**src/rtl/pattern_detector.sv**
```systemverilog
// Serial pattern detector with per-bit don't-care mask, overlap/restart modes
// and a saturating match counter.
module pattern_detector #(
  parameter int unsigned LEN   = 4,
  parameter int unsigned CNT_W = 8
) (
  input  logic             clk,
  input  logic             reset,
  input  logic             en,
  input  logic             in,
  input  logic             load,
  input  logic [LEN-1:0]   pattern,
  input  logic [LEN-1:0]   mask,
  input  logic             overlap,
  input  logic             clr_cnt,
  output logic             match,
  output logic [CNT_W-1:0] match_cnt,
  output logic [4:0]       fill
);

  localparam int unsigned FILL_W = 5;
  localparam logic [FILL_W-1:0] FILL_MAX = FILL_W'(LEN);
  localparam logic [CNT_W-1:0]  CNT_MAX  = {CNT_W{1'b1}};

  logic [LEN-1:0]    hist_q, hist_d;
  logic [LEN-1:0]    pat_q, pat_d;
  logic [LEN-1:0]    mask_q, mask_d;
  logic [FILL_W-1:0] fill_q, fill_d;
  logic              match_q, match_d;
  logic [CNT_W-1:0]  cnt_q, cnt_d;

  logic [LEN-1:0]    hist_shift;
  logic [FILL_W-1:0] fill_inc;
  logic              hit;

  // Next-state: load beats en; a hit is judged on the post-shift history.
  always_comb begin
    hist_d  = hist_q;
    pat_d   = pat_q;
    mask_d  = mask_q;
    fill_d  = fill_q;
    match_d = 1'b0;
    cnt_d   = cnt_q;

    hist_shift = {hist_q[LEN-2:0], in};
    fill_inc   = (fill_q >= FILL_MAX) ? FILL_MAX : fill_q + FILL_W'(1);
    hit        = en && !load && (fill_inc == FILL_MAX) &&
                 (((hist_shift ^ pat_q) & mask_q) == '0);

    if (load) begin
      pat_d  = pattern;
      mask_d = mask;
      hist_d = '0;
      fill_d = '0;
    end else if (en) begin
      hist_d = hist_shift;
      fill_d = (hit && !overlap) ? '0 : fill_inc;
    end

    match_d = hit;

    // A clear coinciding with a match leaves exactly that match counted.
    if (clr_cnt) begin
      cnt_d = hit ? CNT_W'(1) : '0;
    end else if (hit && (cnt_q != CNT_MAX)) begin
      cnt_d = cnt_q + CNT_W'(1);
    end
  end

  always_ff @(posedge clk) begin
    if (reset) begin
      hist_q  <= '0;
      pat_q   <= '0;
      mask_q  <= '1;
      fill_q  <= '0;
      match_q <= 1'b0;
      cnt_q   <= '0;
    end else begin
      hist_q  <= hist_d;
      pat_q   <= pat_d;
      mask_q  <= mask_d;
      fill_q  <= fill_d;
      match_q <= match_d;
      cnt_q   <= cnt_d;
    end
  end

  assign match     = match_q;
  assign match_cnt = cnt_q;
  assign fill      = fill_q;

endmodule

```
**config.mk**
```make
export PLATFORM = sky130hd
export DESIGN_NAME = pattern_detector
export DESIGN_NICKNAME = d
export VERILOG_FILES = /design/src/rtl/pattern_detector.sv
export SDC_FILE = /design/constraint.sdc
export NUM_CORES = 1
export LEC_CHECK = 0
export ABC_AREA = 1
export CORE_MARGIN = 4
export CORE_UTILIZATION = 30
export DETAILED_ROUTE_END_ITERATION = 10
export DONT_BUFFER_PORTS = 1
export PLACE_DENSITY = 0.54
export SYNTH_ARGS = -nofsm -noshare
export SYNTH_HDL_FRONTEND = slang
export SYNTH_SLANG_ARGS = --single-unit
export TNS_END_PERCENT = 10
```
**constraint.sdc**
```tcl
create_clock -name clk -period 2 [get_ports clk]
set_input_delay 0.3 -clock clk [delete_from_list [all_inputs] [get_ports clk]]
set_output_delay 0.3 -clock clk [all_outputs]
set_load 0.01 [all_outputs]
```
==> key figures <==
Status
  – Run status: complete, no violations

Clock network
  – Clock Root Buffer: clkbuf_8
  – Clk_lat worst skew: 270 ps
  – Clock Path Buffers: 2
  – Clock sink total: 25
  – Post_cts resized: 0
  – CTS tree: built
  – CTS buffer count: 3
  – CTS clk-pin slew, worst paths: 90 ps
  – # H-tree levels: 1
  – Hold buffers post-CTS: 0
  – Post-CTS setup buffer count: 0

Global route
  – Vias in the first global route: 1023
  – Initial antenna violation count: 0
  – First-pass GRT wire length: 4480 um
  – Largest net degree at the start of global routing: 16
  – Total track usage: 11.3%
  – Total grt overflow: 0

Final layout
  – Nets: 185
  – Layout Utilization: 34.1%
  – Diode count: 0
  – Layout cells sized above 1: 7.23%
  – P&R area growth vs syn: 8.70%

Synthesis
  – Synthesized area per cell: 7.10 um2
  – Unique cell type count in the Yosys netlist: 21
  – Syn_nets: 182
  – Yosys warning count: 0
  – #FFs+latches synth: 25
  – Sequential area share after synthesis: 43.0%
  – Syn Inst Count: 164
  – Mapped Area: 0.00116 mm2

Run
  – Max_cap viols: 0

Die
  – Ports: 29
  – Num rows: 22
  – Die ar.: 0.00494 mm2
  – Core ar.: 0.00372 mm2
  – Chip Width: 70.3 um
  – Initial Util: 31.3%
  – Die H: 70.3 um

Critical path
  – Worst EP required: 2210 ps
  – Setup crit end kind: register
  – Crit path DAT: 1910 ps
  – Crit path from: fill[0]
  – Max FO, Critical Path: 4
  – WS Path Type: reg2reg
  – Startpoint Class: register
  – Launching point of the worst reg2reg path: fill[0]

Timing
  – RSZ-0062 raised after global routing: false
  – Fin. Hold Viols: 0
  – Period utilisation layout: 85.1%
  – Fin crit period: 1700 ps
  – Setup_tns: 0 ps
  – # setup viols final: 0
  – Final WS setup: 298 ps
  – Slew margin rel.: 79.7%
  – Hold slack: 89.1 ps
  – Worst-Margin Slew: 304 ps
  – Worst Skew: 8.10 ps
  – Highest Clock Rate: 587 MHz
  – Fin. max-slew vios: 0

Drt
  – Vias: 1007
  – Drt wl/cell: 12.2 um
  – Iter 0 DRT Violations: 41
  – DR vias/cell: 4.71
  – ANT nets after route: 0
  – DRC errors left: 0
  – Total iterations of the first detailed-routing run: 4
  – Routed WL: 2610 um

Place
  – DP HPWL: 2060 um
  – Buffers on Ports: 0
  – GP Congestion: 0.769
  – Pre-CTS WS: 326 ps

Hold path
  – Hold Path Class: in2reg
  – Hold wc startpoint: reset

Pwr
  – Leak: 0.503 nW
  – PwrDens: 697 mW/mm2
  – PnR Total Power: 0.000883 W
  – Peak supply drop: 0.272 mV
## stage by stage
stage | std cells | cell area, um2
6_report | 214 | 1270
4_1_cts | 214 | 1270
3_5_place_dp | 210 | 1220
3_3_place_gp | 210 | 1220
5_1_grt | 214 | 1270
2_1_floorplan | 164 | 1160
## flip-flops by register name, indices dropped and copies added (netlist names)
name / cells
mask_q: 4
match: 1
fill: 5
hist_q: 3
match_cnt: 8
pat_q: 4
## kinds of logic after synthesis
kind of cell | after synthesis | share of synthesized area, %
flops | 25 | 43.0
fa+ha+maj | 3 | 3.22
compound gates | 22 | 10.3
buf+inv | 26 | 8.38
xor+xnor | 1 | 0.752
simple gates | 87 | 34.4
## metal layers
layer,global-route usage [%],up-vias,part of all wire (%)
met5,0,-,0
met4,3.40,0,0.69
met3,5.18,2,8.1
met2,19.4,20,48
met1,12.4,457,44
li1,-,528,-
## report_power, final
group | internal, W | leakage, nW | total [W] | switching, W
Clock | 0.000141 | 0.0217 | 0.000305 | 0.000163
Sequential | 0.000511 | 0.204 | 0.000519 | 0.00000801
Combinational | 0.0000197 | 0.278 | 0.0000593 | 0.0000396
## cells in the final DEF (no fill, tap or decap), drive strengths merged
cell type,n
nand2,39
dfxtp,25
inv,24
nor2,24
nand3,18
o21ai,8
a21oi,7
o22ai,6
nand4,3
ha,3
clkbuf,3
nor3,2
xnor2,1
nand3b,1
o21bai,1
clkinvlp,1
## path summary, 6_finish.rpt
check	endpoint	slack, ps	cells after the start
max	match_cnt[6]	300	9
min	match	90	1
min reg2reg	mask_q[1]	470	2
max reg2reg	match_cnt[6]	300	9
## synthesized netlist by cell type
library cell / count / area (um2)
o21bai_1: 1 / 7.51
o22ai_1: 6 / 37.5
xnor2_1: 1 / 8.76
inv_1: 23 / 86.3
inv_2: 1 / 3.75
nor2_1: 20 / 75.1
ha_1: 3 / 37.5
o21ai_0: 7 / 35.0
nand2_2: 2 / 12.5
nor2_4: 2 / 22.5
clkbuf_1: 2 / 7.51
o21ai_1: 1 / 5.00
nand3b_1: 1 / 7.51
nand3_4: 1 / 17.5
nand4_1: 3 / 18.8
nor3_1: 2 / 10.0
nor2_2: 2 / 12.5
nand2_1: 37 / 139
nand3_1: 17 / 85.1
a21oi_1: 7 / 35.0
dfxtp_1: 25 / 500
## critical path: stages (launching register included)
cell,delay [ps]
dfxtp_1,420
inv_1,100
ha_1,290
nand3_1,110
nand2_1,100
nor2_4,170
nand2_1,130
o21ai_0,170
nand2_1,60
nor2_1,80
## final cells by class
| class | instances | area, um2 |
|---|---|---|
| Fill cell | 412 | 2450 |
| Inverter | 24 | 90.1 |
| Tap cell | 48 | 60.1 |
| Sequential cell | 25 | 500 |
| Clock inverter | 1 | 7.51 |
| Clock buffer | 3 | 41.3 |
| Multi-Input combinational cell | 113 | 567 |
(Power assumes the default switching activity.)
